$ cat config.mk
export PLATFORM = sky130hd
export DESIGN_NAME = valu_arbiter
export DESIGN_NICKNAME = d
export VERILOG_FILES = /design/src/rtl/valu_arbiter.sv
export SDC_FILE = /design/constraint.sdc
export NUM_CORES = 1
export LEC_CHECK = 0
export ABC_CLOCK_PERIOD_IN_PS = 2900
export CAP_MARGIN = 10
export CORE_AREA = 2 2 245 247
export CTS_CLUSTER_DIAMETER = 60
export DETAILED_ROUTE_END_ITERATION = 6
export DIE_AREA = 0 0 247 249
export PLACE_DENSITY = 0.49
export SLEW_MARGIN = 20
export SYNTH_ARGS = -nofsm -noshare
export SYNTH_HDL_FRONTEND = slang
export SYNTH_SLANG_ARGS = --single-unit
$ cat constraint.sdc
create_clock -name clk -period 2.9 [get_ports clk]
set_clock_uncertainty 0.15 [all_clocks]
set_input_delay 0.58 -clock clk [delete_from_list [all_inputs] [get_ports clk]]
set_output_delay 0.58 -clock clk [all_outputs]
set_load 0.02 [all_outputs]
$ cat src/rtl/valu_arbiter.sv
// Round-robin front end for the shared 64-bit vector ALU.
// Takes one op at a time from two requesters, sequences the ALU start/result
// handshake, guards against a hung ALU with a watchdog and routes the tagged
// result back to the issuing requester.
`timescale 1ns/1ps
module valu_arbiter #(
   parameter int unsigned TIMEOUT = 16,
   parameter int unsigned CNT_W   = 16
) (
   input  logic             clk,
   input  logic             rst_n,
   input  logic             req0_valid,
   output logic             req0_ready,
   input  logic [1:0]       req0_op,
   input  logic [1:0]       req0_sew,
   input  logic [63:0]      req0_vs1,
   input  logic [63:0]      req0_vs2,
   input  logic             req1_valid,
   output logic             req1_ready,
   input  logic [1:0]       req1_op,
   input  logic [1:0]       req1_sew,
   input  logic [63:0]      req1_vs1,
   input  logic [63:0]      req1_vs2,
   output logic             rsp0_valid,
   input  logic             rsp0_ready,
   output logic [63:0]      rsp0_data,
   output logic             rsp0_err,
   output logic             rsp1_valid,
   input  logic             rsp1_ready,
   output logic [63:0]      rsp1_data,
   output logic             rsp1_err,
   output logic [1:0]       alu_op,
   output logic [1:0]       alu_sew,
   output logic [63:0]      alu_vs1,
   output logic [63:0]      alu_vs2,
   output logic             alu_valid_in,
   input  logic             alu_valid_out,
   input  logic [63:0]      alu_result,
   output logic             busy,
   output logic [CNT_W-1:0] cnt_ops,
   output logic [CNT_W-1:0] cnt_err
);

   typedef enum logic [1:0] {IDLE, ISSUE, WAIT, RESP} state_t;

   state_t      state, state_nx;
   logic        last_grant, grant, take, gid_q, rsp_done, timeout;
   logic [1:0]  sel_op, sel_sew, op_q, sew_q;
   logic [63:0] sel_vs1, sel_vs2, vs1_q, vs2_q, data_q;
   logic        err_q;
   logic [7:0]  wd_q;

   // Grant selection: a lone requester wins, a tie goes to the one not served last
   always_comb begin
      grant = ~last_grant;
      if (req0_valid && !req1_valid) begin
         grant = 1'b0;
      end else if (req1_valid && !req0_valid) begin
         grant = 1'b1;
      end
      sel_op  = grant ? req1_op  : req0_op;
      sel_sew = grant ? req1_sew : req0_sew;
      sel_vs1 = grant ? req1_vs1 : req0_vs1;
      sel_vs2 = grant ? req1_vs2 : req0_vs2;
   end

   assign take       = (state == IDLE) && (grant ? req1_valid : req0_valid);
   assign req0_ready = (state == IDLE) && req0_valid && !grant;
   assign req1_ready = (state == IDLE) && req1_valid && grant;
   assign rsp_done   = (state == RESP) && (gid_q ? rsp1_ready : rsp0_ready);
   assign timeout    = (wd_q == 8'(TIMEOUT - 1));

   // State register
   always_ff @(posedge clk) begin
      if (!rst_n) begin
         state <= IDLE;
      end else begin
         state <= state_nx;
      end
   end

   // Next-state decode
   always_comb begin
      state_nx = state;
      case (state)
         IDLE:    if (take) state_nx = (sel_sew == 2'b11) ? RESP : ISSUE;
         ISSUE:   state_nx = WAIT;
         WAIT:    if (alu_valid_out || timeout) state_nx = RESP;
         RESP:    if (rsp_done) state_nx = IDLE;
         default: state_nx = IDLE;
      endcase
   end

   // Operand capture, watchdog, result capture and statistics
   always_ff @(posedge clk) begin
      if (!rst_n) begin
         last_grant <= 1'b1;
         gid_q      <= 1'b0;
         op_q       <= '0;
         sew_q      <= '0;
         vs1_q      <= '0;
         vs2_q      <= '0;
         data_q     <= '0;
         err_q      <= 1'b0;
         wd_q       <= '0;
         cnt_ops    <= '0;
         cnt_err    <= '0;
      end else begin
         case (state)
            IDLE: begin
               if (take) begin
                  op_q       <= sel_op;
                  sew_q      <= sel_sew;
                  vs1_q      <= sel_vs1;
                  vs2_q      <= sel_vs2;
                  gid_q      <= grant;
                  last_grant <= grant;
                  data_q     <= '0;
                  err_q      <= (sel_sew == 2'b11);
               end
            end
            ISSUE: wd_q <= '0;
            WAIT: begin
               if (alu_valid_out) begin
                  data_q <= alu_result;
                  err_q  <= 1'b0;
               end else if (timeout) begin
                  data_q <= '0;
                  err_q  <= 1'b1;
               end else begin
                  wd_q <= wd_q + 8'd1;
               end
            end
            RESP: begin
               if (rsp_done) begin
                  if (err_q) cnt_err <= cnt_err + 1'b1;
                  else       cnt_ops <= cnt_ops + 1'b1;
               end
            end
            default: ;
         endcase
      end
   end

   // Operand registers only change on accept, so the ALU sees stable inputs
   assign alu_op       = op_q;
   assign alu_sew      = sew_q;
   assign alu_vs1      = vs1_q;
   assign alu_vs2      = vs2_q;
   assign alu_valid_in = (state == ISSUE);
   assign busy         = (state != IDLE);
   assign rsp0_valid   = (state == RESP) && !gid_q;
   assign rsp1_valid   = (state == RESP) && gid_q;
   assign rsp0_data    = data_q;
   assign rsp1_data    = data_q;
   assign rsp0_err     = err_q;
   assign rsp1_err     = err_q;

endmodule
# After elaboration in Yosys (flattened, before gate mapping)
# Index checks and enable logic that the tools add are counted.
# W data, S select, Z words.
# classes
n_addsub,3
eq_ne,11
n_reduce_logical,25
mux,24
bitwise_logic,2
# op_table
op,n
$mux W64,5
$pmux W64 S2,1
$add A16 B1 Y16 const B,2
$mux W8,2
$pmux W8 S2,1
$reduce_and A3 Y1,5
$mux W2,6
$logic_and A1 B1 Y1,10
$ne A2 B2 Y1 const B,5
$add A8 B1 Y8 const B,1
$eq A8 B4 Y1 const B,1
$pmux W2 S4,1
$mux W1,7
$eq A2 B2 Y1 const B,3
$reduce_bool A2 Y1,3
$logic_not A1 Y1,4
$ne A3 B3 Y1 const B,1
$eq A2 B1 Y1 const B,1
$logic_not A2 Y1,1
$not A1 Y1,2
$pmux W1 S2,1
$reduce_and A2 Y1,1
$logic_or A1 B1 Y1,1
# totals
elab_cells,77
reg_bits,241

# Logic depth before layout (Yosys ltp)
# Gate-level depths: netlist of run 1.
# logic_depth
depth_word,9
mapped_depth,8
depth_no_buf,6

# Least setup slack after synthesis of run 1
# Ideal clock, no wire load.
# synth_path
kind,reg2reg
start,register state[0]
end,"register data_q[13], in the netlist rsp0_data[13]"
path_stages_with_launch,9
required_ps,2678
setup_time_ps,72
arrival_ps,1942
slack_ps,737
cell_sequence,dfxtp_1 > inv_1 > ha_1 > or3b_2 > o21ai_0 > nand2b_1 > buf_2 > buf_2 > mux2i_1
# synth_between
elab_chain_len,4
# synth_lines
element,line,source
start: declaration,46,"state_t state, state_nx;"
start signal: assignment,78,state <= state_nx;
$logic_not A2 Y1,"67, 109",
$logic_and A1 B1 Y1,67,assign take = (state == IDLE) && (grant ? req1_valid : req0_valid);
$ne A2 B2 Y1 (no source line),-,
$reduce_and A3 Y1 (no source line),-,
end signal: assignment,125,data_q <= alu_result;
end: declaration,49,"logic [63:0] sel_vs1, sel_vs2, vs1_q, vs2_q, data_q;"
# Several ways; a longest one is shown, not always the timed one.
# A chain may end at the register's enable or synchronous reset.

# Worst setup path in the final report of run 1
# layout_path
start,register state[0]
end,output busy
# layout_between
elab_chain_len,1
# layout_lines
element,line,source
$reduce_bool A2 Y1,151,assign busy = (state != IDLE);
end: declaration,39,"output logic busy,"
# No other way between the ends.

==> impl.org, run 1 <==
** Worst hold path
- The worst hold path belongs to the class flop to flop.
- Startpoint of the tightest hold check path :: cnt_err[15]
- Number of instances on the worst hold path :: 2

** Layout
- Of the cells placed in the final design, the portion with a size suffix greater than 1 is between 6 and 7%.
- The finished cells cover approximately 19,000 um^2.
- The area growth from synthesis to layout is 73.4%.
- Final antenna diode count :: 0
- At the end of the flow, the number of nets in the layout was approximately 2,100.
- Share of the core filled with cells :: 32.5%

** STA
- Fmax :: ~0.36 GHz
- The count of final max-slew check failures is 0.
- For the pin with the worst max-slew slack, the measured transition is a little under 0.6 ns.
- The routed design could run at a clock period as short as between 2 and 3 ns.
- Setup repair after global routing left no endpoint under its margin.
- Period utilization :: a little over nine tenths
- Setup ws final :: 0.141 ns
- Normalized max-slew margin :: 60.2%
- For the final routed database, the setup TNS stands at 0 ns.
- Final count of hold timing violations :: 0
- Setup violation total in the final timing report :: 0

** Clock network
- The later pin in the worst-skew pair is clocked with a latency of 0.53 ns.
- TritonCTS built the clock tree.
- The tree is rooted in a sky130_fd_sc_hd__clkbuf_16.
- H-tree levels :: 2
- Total number of clock tree sinks :: around 240
- No sink is reached through more buffers than the 3 on the longest clock path.
- CTS Buf Count :: 35
- After clock tree synthesis, the clock-pin slew on the worst setup and hold paths is roughly 0.05 ns.
- Hold-fix buffers at CTS :: 0

** Logic synthesis
- Summing the sequential cell areas from Yosys gives between 40 and 50% of the chip area.
- Proportion of netlist area held by the largest area contributor :: a little over two fifths
- Synthesized instance count :: between 1,000 and 1,500
- Leading register cell type out of synthesis :: sky130_fd_sc_hd__dfxtp_1
- By instance count, the leading cell after synthesis is sky130_fd_sc_hd__dfxtp_1.
- Mean area per synthesized cell :: about 9.1 um^2
- Post-Syn Area :: roughly 11,000 um^2
- The commonest cells after synthesis are 241 x sky130_fd_sc_hd__dfxtp_1, 200 x sky130_fd_sc_hd__mux2i_1, 153 x sky130_fd_sc_hd__nor2_1, 148 x sky130_fd_sc_hd__nand2_1, 135 x sky130_fd_sc_hd__a211oi_1.
- Synth warnings :: 0
- By area the synthesized netlist is led by sky130_fd_sc_hd__dfxtp_1 44%, sky130_fd_sc_hd__mux2i_1 18%, sky130_fd_sc_hd__a211oi_1 9.2%, sky130_fd_sc_hd__nor2_1 5.2%, sky130_fd_sc_hd__nand2_1 5.1%.
- Count of unique library cells instantiated by Yosys :: 47
- Of all flip-flops after synthesis, the portion carrying an async set or reset was 0%.
- Summed over all instances, the cell type with the most area after synthesis is sky130_fd_sc_hd__dfxtp_1.
- EDFF count, synth :: 0
- Post-synthesis register bit count :: 241
- The number of nets handed over by synthesis was ~1,500.

** Placed design
- In this run the tool buffered the top-level ports with 634 buffer cells.
- The wire-length estimate of the detail-placed layout is approximately 35,000 um.
- Placement-stage cell area :: about 18,000 um^2
- Weighted congestion reported at the end of routability-driven placement :: roughly 0.86
- Post-place setup slack :: 0.0916 ns

** GRT
- Initial antenna violation count :: 1
- The number of global-route vias before repair is 10,600.
- The first global-routing pass estimated 65,700 um of wire.
- Pin count of the biggest net entering global routing :: 77
- Overall routing resource usage :: between 10% and 20%
- Grt ovf :: 0

** Setup path
- Data required, critical path :: around 2.2 ns
- The startpoint identified for the worst register-to-register timing path is state[1].
- Arrival time at the worst endpoint :: between 2 and 2.5 ns
- Of all nets on the critical path, the largest fanout is 5.
- Crit path capture type :: primary output
- R2R setup slack :: 0.53 ns
- STA classifies the critical path startpoint as a flop.
- In this run the worst setup path begins at state[0].
- Class of the most critical setup path :: flop to primary output
- For the worst flop-to-flop path, the logic depth is 7.

** Floorplanning
- The initial utilization of the core area, before any placement, comes to between 10% and 20%.
- Die X :: 247 um
- Die Y-Extent :: roughly 250 um
- Top-level I/O count :: ~640
- After floorplanning, the core was divided into 89 placement rows.
- The floorplan step defined a die boundary enclosing about 60,000 um^2.
- Std-Cell Core Area :: roughly 59,000 um^2

** Power
- The analysis attributes to cell leakage a power of approximately 7.4 nW.
- For this design the ratio of total power to cell area is between 800 and 900 nW/um^2.
- VDD sags by at most 0.512 mV.
- Tot Pwr :: between 15 and 20 mW

** Detailed routing
- For this run, the detailed router's first-pass iteration total came to 4.
- After detailed routing, the number of vias per cell comes to approximately 4.2.
- The detail route stage leaves a number of antenna-violating nets equal to 0.
- Routed Wire Length :: 45,000 um
- Via count :: about 11,000
- After detailed routing, the average wire length per cell comes to 17.6 um.
- In the routed design, unresolved DRC markers number 0.
- The first routing iteration left 248 violations.

** Flow run
- Max-capacitance violation count :: 0

** Outcome
- Run status :: complete, no violations
-- per-layer routing --
layer	wire (um)	GRT usage (%)
met3	2810	3.29
met5	13	0
met4	1080	4.37
met1	18000	16.0
met2	23100	25.1
-- cells by family after synthesis --
logic type / after synthesis / synth area share, %
multiplexers: 201 / 18.3
AO/OA/AOI/OAI: 199 / 12.8
buffers and inverters: 166 / 8.23
flip-flops: 241 / 43.9
XOR/XNOR: 14 / 1.11
adder cells (fa/ha/maj): 8 / 0.910
AND/OR/NAND/NOR: 375 / 14.7
-- state kept, by name, indices dropped and copies added, names as in the netlist --
| register | count |
|---|---|
| state | 2 |
| wd_q | 8 |
| last_grant | 1 |
| alu_vs1 | 64 |
| cnt_ops | 16 |
| rsp0_err | 1 |
| gid_q | 1 |
| rsp0_data | 64 |
| alu_vs2 | 64 |
| cnt_err | 16 |
| alu_op | 2 |
| alu_sew | 2 |
-- cell type report --
cell class	instances	area (um^2)
tap	773	967
inverter	13	53.8
timing repair buffer	671	6780
clock buffer	44	970
fill	6100	39600
sequential	241	4820
clock inverter	17	168
multi-input combinational	797	5300
-- critical path, cell delays in order (launching register included) --
cell and delay (ns):
sky130_fd_sc_hd__dfxtp_1 0.39, sky130_fd_sc_hd__inv_1 0.10, sky130_fd_sc_hd__ha_2 0.24, sky130_fd_sc_hd__inv_1 0.14, sky130_fd_sc_hd__clkdlybuf4s50_1 0.63
-- through the flow --
| stage | std cells | hold WS, ns |
|---|---|---|
| 2_1_floorplan | 1204 | 0.317 |
| 5_1_grt | 2556 | 0.342 |
| 3_5_place_dp | 2495 | 0.317 |
| 4_1_cts | 2556 | 0.332 |
| 6_report | 2556 | 0.328 |
| 3_3_place_gp | 2495 | 0.309 |
-- worst paths after layout --
| check | end |
|---|---|
| worst min-delay path | cnt_err[15] |
| worst max register to register | rsp0_data[23] |
| worst min register to register | cnt_err[15] |
| worst max-delay path | busy |
-- power by group --
part           internal (mW)  total (mW)  switching [mW]
Clock                   2.56        4.22            1.65
Combinational           3.31        7.02            3.71
Sequential              4.11        4.63           0.522
-- cells in the final DEF, fill, tap and decap left out, types with 3 or more instances in the layout --
cell	instances
sky130_fd_sc_hd__clkdlybuf4s50_1	631
sky130_fd_sc_hd__dfxtp_1	241
sky130_fd_sc_hd__mux2i_1	200
sky130_fd_sc_hd__nor2_1	151
sky130_fd_sc_hd__nand2_1	148
sky130_fd_sc_hd__a211oi_1	135
sky130_fd_sc_hd__clkbuf_16	35
sky130_fd_sc_hd__a21oi_1	24
sky130_fd_sc_hd__buf_4	24
sky130_fd_sc_hd__nand3_1	13
sky130_fd_sc_hd__o31ai_1	13
sky130_fd_sc_hd__buf_12	13
sky130_fd_sc_hd__inv_1	12
sky130_fd_sc_hd__o21ai_0	11
sky130_fd_sc_hd__nand4_1	10
sky130_fd_sc_hd__or4_1	10
sky130_fd_sc_hd__xor2_1	10
sky130_fd_sc_hd__or3_1	8
sky130_fd_sc_hd__ha_1	7
sky130_fd_sc_hd__and3_1	6
sky130_fd_sc_hd__clkbuf_8	6
sky130_fd_sc_hd__clkinv_2	6
sky130_fd_sc_hd__inv_6	5
sky130_fd_sc_hd__nor4_1	5
sky130_fd_sc_hd__nand2b_1	4
sky130_fd_sc_hd__and4_1	4
sky130_fd_sc_hd__xnor2_1	4
sky130_fd_sc_hd__and2_1	3
sky130_fd_sc_hd__clkbuf_1	3
sky130_fd_sc_hd__clkinvlp_4	3
-- what timing repair did --
| item | in CTS | in global routing |
|---|---|---|
| buffers inserted | 0 | 0 |
| resized for setup | 2 | 1 |
| setup endpoints to repair | 2 | 1 |
| cloned | 0 | 0 |
Note: power is estimated with default switching activity, not from simulation.
==> run 2, diff against run 1 <==
Settings changed: ABC_CLOCK_PERIOD_IN_PS 2900 to 3400, SLEW_MARGIN 20 to 10.
Clock period 2.9 ns to 3.4 ns, I/O delays scaled along.
==> run 2 against run 1 <==
Power shrank 16%. Critical path type unchanged. Worst hold slack got worse by 0.0055 ns. Largest cell class unchanged. Sequential cell count did not move. Critical endpoint is now rsp0_valid. Routed wire length about the same.
==> impl.org, run 2 (synthesis gave the netlist of run 1 again) <==
** Outcome
- Run status :: complete, no violations

** Placed design
- Post-place setup slack :: ~0.31 ns
- Including well taps, the total number of placed cells is 2,503.
- Count of buffers from port buffering :: around 630
- The congestion estimate from routability-driven global placement came to between 0.8 and 0.9.
- After legalization and detailed placement, the total HPWL measured around 35,000 um.
- Summing all placed instances gives a cell area of approximately 18,000 um^2.

** Power
- Sequential power share :: around 30%
- Power comes to 13.4 mW.
- Peak ir drop on the vdd network :: roughly 0.43 mV
- Net Sw Power :: 4.88 mW
- Internal power consumption :: approximately 8.5 mW
- In this run switching power makes up a little over a third of total power.
- Summed over all cells, the static leakage comes to about 7.4 nW.
- Share of power burned in combinational logic :: 44.0%
- Power per Cell Area :: about 700 nW/um^2
- Portion of total power attributed to the clock network :: around a quarter

** Detailed routing
- DRC :: 0
- Remaining antenna violation count after routing :: 0
- For this run, the detailed router's first-pass iteration total came to 4.
- After detailed routing, the total wire length is ~45,000 um.
- The routed layout has between 10,000 and 15,000 vias.
- Routed len/inst :: ~18 um
- Via count normalized by instance count :: about 4.2
- Violation count after the first detailed-route iteration :: between 300 and 400

** Clock network
- Number of gates resized after cts :: 0
- Once the clock tree was built, the setup fixing pass inserted 0 buffers.
- Register clock-pin slew on the reported worst setup and hold paths :: about 0.06 ns
- In this run the deepest clock path goes through 3 buffers.
- Clock tree root driver cell :: sky130_fd_sc_hd__clkbuf_16
- TritonCTS clock tree :: built
- In this run, post-CTS hold repair placed 0 buffers.
- The clock net in this run drives a total of 241 sinks.
- CTS built an H-tree with a depth of 1.
- CTS Buf Count :: 31
- Worst-Skew Late Latency :: around 0.57 ns

** Floorplanning
- Starting Density :: between 10% and 20%
- The die is 249 um tall.
- Number of rows created at floorplan :: 89
- Die area :: 61,500 um^2
- After floorplanning, the core was sized to cover 58,700 um^2.
- Top-level I/O count :: 635
- In this run the horizontal extent of the chip is 247 um.

** Setup path
- List of cells traversed by the critical path :: ha_1 -> inv_1 -> nor2_1 -> clkdlybuf4s50_1
- The worst setup path is captured at a primary output.
- For the worst setup path, the data arrival time is approximately 2.3 ns.
- The worst setup path is launched from a flop.
- The slowest stage of the critical path belongs to the cell sky130_fd_sc_hd__clkdlybuf4s50_1.
- For this run, the slowest stage of the critical path takes between 0.6 and 0.7 ns.
- Maximum fanout along the worst path :: 10
- Data on the critical path is required at its endpoint by 2.57 ns.
- The setup path with the least slack is of type flop to primary output.

** GRT
- Initial antenna violation count :: 1
- Pin count of the biggest net entering global routing :: 115
- The total overflow left after global routing is 0.
- Via count of the first global-routing pass :: around 11,000
- Global routing used 13.8% of the available tracks across all layers.
- The first global-routing pass estimated about 66,000 um of wire.

** Layout
- Net count reported at finish :: about 2,100
- Counting the fill cells in the layout gives 6,102.
- The top cell types in the final layout, fill and taps aside, are 633 x sky130_fd_sc_hd__clkdlybuf4s50_1, 241 x sky130_fd_sc_hd__dfxtp_1, 200 x sky130_fd_sc_hd__mux2i_1.
- Most common cell after layout, fill and taps aside :: sky130_fd_sc_hd__clkdlybuf4s50_1
- Compared with the post-synthesis result, the final layout area differs by 72.8%.
- Layout cells sized above 1 :: between 5 and 6%
- Share of the core filled with cells :: between 30 and 40%
- Once layout is complete, the cells apart from fillers number 2,558.
- The finished cells cover approximately 19,000 um^2.

** STA
- Worst Tran Pin Value :: 0.877 ns
- Period utilization :: 93.3%
- Final hold slack :: 0.322 ns
- Summed over all failing endpoints, the final setup total negative slack is 0 ns.
- Setup repair after global routing left no endpoint under its margin.
- Setup violation total in the final timing report :: 0
- Counting I/O delays and the setup requirement, the final critical path takes around 3.2 ns.
- Setup slack closes at around 0.23 ns.
- Static timing analysis puts the maximum clock frequency at ~0.32 GHz.
- Final count of hold timing violations :: 0
- In this run the tightest slew margin relative to its limit is around 42%.
- The count of final max-slew check failures was 0.

** Flow run
- Max-capacitance violation count :: 0

** Worst hold path
- The path class of the tightest hold or removal check is flop to flop.
## run 2: final cells by class
type	count	area (um^2)	area share, %
Clock inverter	9	184	0.968
Multi-Input combinational cell	797	5300	27.9
Clock buffer	45	918	4.83
Tap cell	773	967	5.09
Antenna cell	1	2.50	0.0132
Sequential cell	241	4820	25.4
Inverter	13	53.8	0.283
Timing Repair Buffer	679	6750	35.5
## run 2: layer usage
layer | track usage [%] | wire, um | up-vias
met5 | 0 | 0 | -
met4 | 3.30 | 953 | 0
met3 | 3.08 | 2640 | 51
met2 | 25.5 | 23300 | 308
met1 | 16.0 | 18100 | 5009
li1 | - | - | 5304
## run 2: power by group through the flow
stage	combinational, mW	sequential [mW]	clock [mW]
final	5.90	3.95	3.54
after floorplan	2.48	4.71	0
after CTS	5.99	3.96	3.67
after detailed placement	5.97	4.01	0
after global routing	6.31	4.04	3.77
after global placement	5.95	3.99	0
## run 2: worst max-delay path: cells and delay by family, from the launching register on
family / cells / cell delay [ns]
AND/OR/NAND/NOR: 1 / 0.14
flip-flops: 1 / 0.38
adder cells (fa/ha/maj): 1 / 0.41
buffers and inverters: 2 / 0.84
## run 2: worst paths after layout
kind | start | to | slack (ns) | cells past startpoint
worst max-delay path | state[0] | rsp0_valid | 0.23 | 4
worst min-delay path | cnt_err[15] | cnt_err[15] | 0.32 | 2
worst min register to register | cnt_err[15] | cnt_err[15] | 0.32 | 2
worst max register to register | state[0] | cnt_ops[13] | 0.84 | 5
==> edit: new RTL, flow settings as in run 2 <==
Change the parameter `CNT_W` from 16 to 20.
--- a/src/rtl/valu_arbiter.sv
+++ b/src/rtl/valu_arbiter.sv
@@ -5,7 +5,7 @@
 `timescale 1ns/1ps
 module valu_arbiter #(
    parameter int unsigned TIMEOUT = 16,
-   parameter int unsigned CNT_W   = 16
+   parameter int unsigned CNT_W   = 20
 ) (
    input  logic             clk,
    input  logic             rst_n,
Interface: changed (resized cnt_err and cnt_ops); port bits go from 635 to 643. No check against the original RTL was run, so the function may have changed too.
==> edit against run 2 <==
Combinational power down 3%. Cell area rose by 2.4%. Routed wire length grew 6.6%. Sequential cell count is 8 higher. Global-route usage grew 1.2 points. Worst setup slack better by 150 ps. Power decreased by 1.7%. Synthesized area rose by 4.8%. Critical path type unchanged. Largest power group unchanged. Highest routed layer is now met5.
==> edit: results <==
{
  "dpl.cell_count": 2547,
  "grt_max_degree": 70,
  "preCtsSetupSlack_ps": 456,
  "post_drt_wl_per_cell_um": 18.3,
  "insertion_delay_ps": 520,
  "drtPass1Iterations": 5,
  "nNetsFinal": 2155,
  "grt_pass1_vias": 11800,
  "cts.htree.levels": 2,
  "fin_crit_sh_pct": 88.7,
  "synth_area_leaders": "dfxtp_1, mux2i_1, a211oi_1",
  "wl_met2_um": 23900,
  "max_slew.worst_pin.slew_ps": 772,
  "synth_cells": 1274,
  "drt_iter0_drc": 558,
  "hpwl_um": 36400,
  "met3_length_um": 4130,
  "status": "completed",
  "placed_area_mm2": 0.0183,
  "grt_pass1_wl_um": 71400,
  "grt_antenna_before_repair": 7,
  "drt-met1-wl_um": 18300,
  "drt-total-wl_um": 47900,
  "min_from": "rsp0_data[3]",
  "final_layout_size_suffix_gt1_share_pct": 5.83,
  "track_usage_pct": 15.0,
  "netlist.area_leader.share_pct": 43.3,
  "synth_top_cells_by_count": "dfxtp_1, nor2_1, mux2i_1, a211oi_1, a21oi_1",
  "cts_buffers": 36,
  "r2r-start": "state[1]",
  "ys_types": 57,
  "yosysSeqAreaShare_pct": 43.3,
  "irDropWorstVdd_uv": 366,
  "stdcell_area_mm2": 0.0195,
  "port_buffers": 642,
  "gp_congestion": 0.809
}
[edit: changes by cell type after synthesis, moves of 23 or more]
cell | run 2 | this run
a21oi_1 | 24 | 91
o21ai_0 | 11 | 77
nand2_1 | 148 | 24
mux2i_1 | 200 | 136
nand4_1 | 10 | 75
clkbuf_1 | 63 | 86
[edit: metal layers]
| layer | up-vias | GRT usage [%] |
|---|---|---|
| met1 | 5452 | 16.2 |
| met2 | 417 | 26.4 |
| li1 | 5692 | - |
| met5 | - | 0 |
| met3 | 72 | 5.28 |
| met4 | 2 | 5.99 |
[edit: worst max-delay path, cell delays in order, from the launching register on]
cell	delay, ps
dfxtp_1	380
inv_1	100
ha_1	270
inv_1	250
clkdlybuf4s50_1	660
[edit: cell families after synthesis]
kind of cell,count (synthesis),synth area share (%)
buf+inv,192,9.32
flops,249,43.3
xor+xnor,16,1.22
compound gates,339,18.7
mux,137,11.9
simple gates,333,14.7
fa+ha+maj,8,0.869
[edit: final timing paths]
check	to	depth (start not counted)
worst max-delay path	busy	4
worst min-delay path	rsp0_data[3]	2
worst max register to register	alu_vs2[4]	8
worst min register to register	rsp0_data[3]	2
[edit: cell type report]
class | instances | share of cell area, %
clock buffers | 48 | 5.23
flip-flops and latches | 249 | 25.6
well taps | 773 | 4.97
multi-input cells | 833 | 28.2
inverters | 13 | 0.277
clock inverters | 12 | 0.392
diodes | 5 | 0.0643
repair buffers | 679 | 35.2
[edit: where the power goes]
group	total (mW)	switching (mW)	internal [mW]
registers	3.94	0.385	3.55
logic	5.75	3.27	2.48
clock network	3.48	1.38	2.10
total	13.2	5.03	8.13
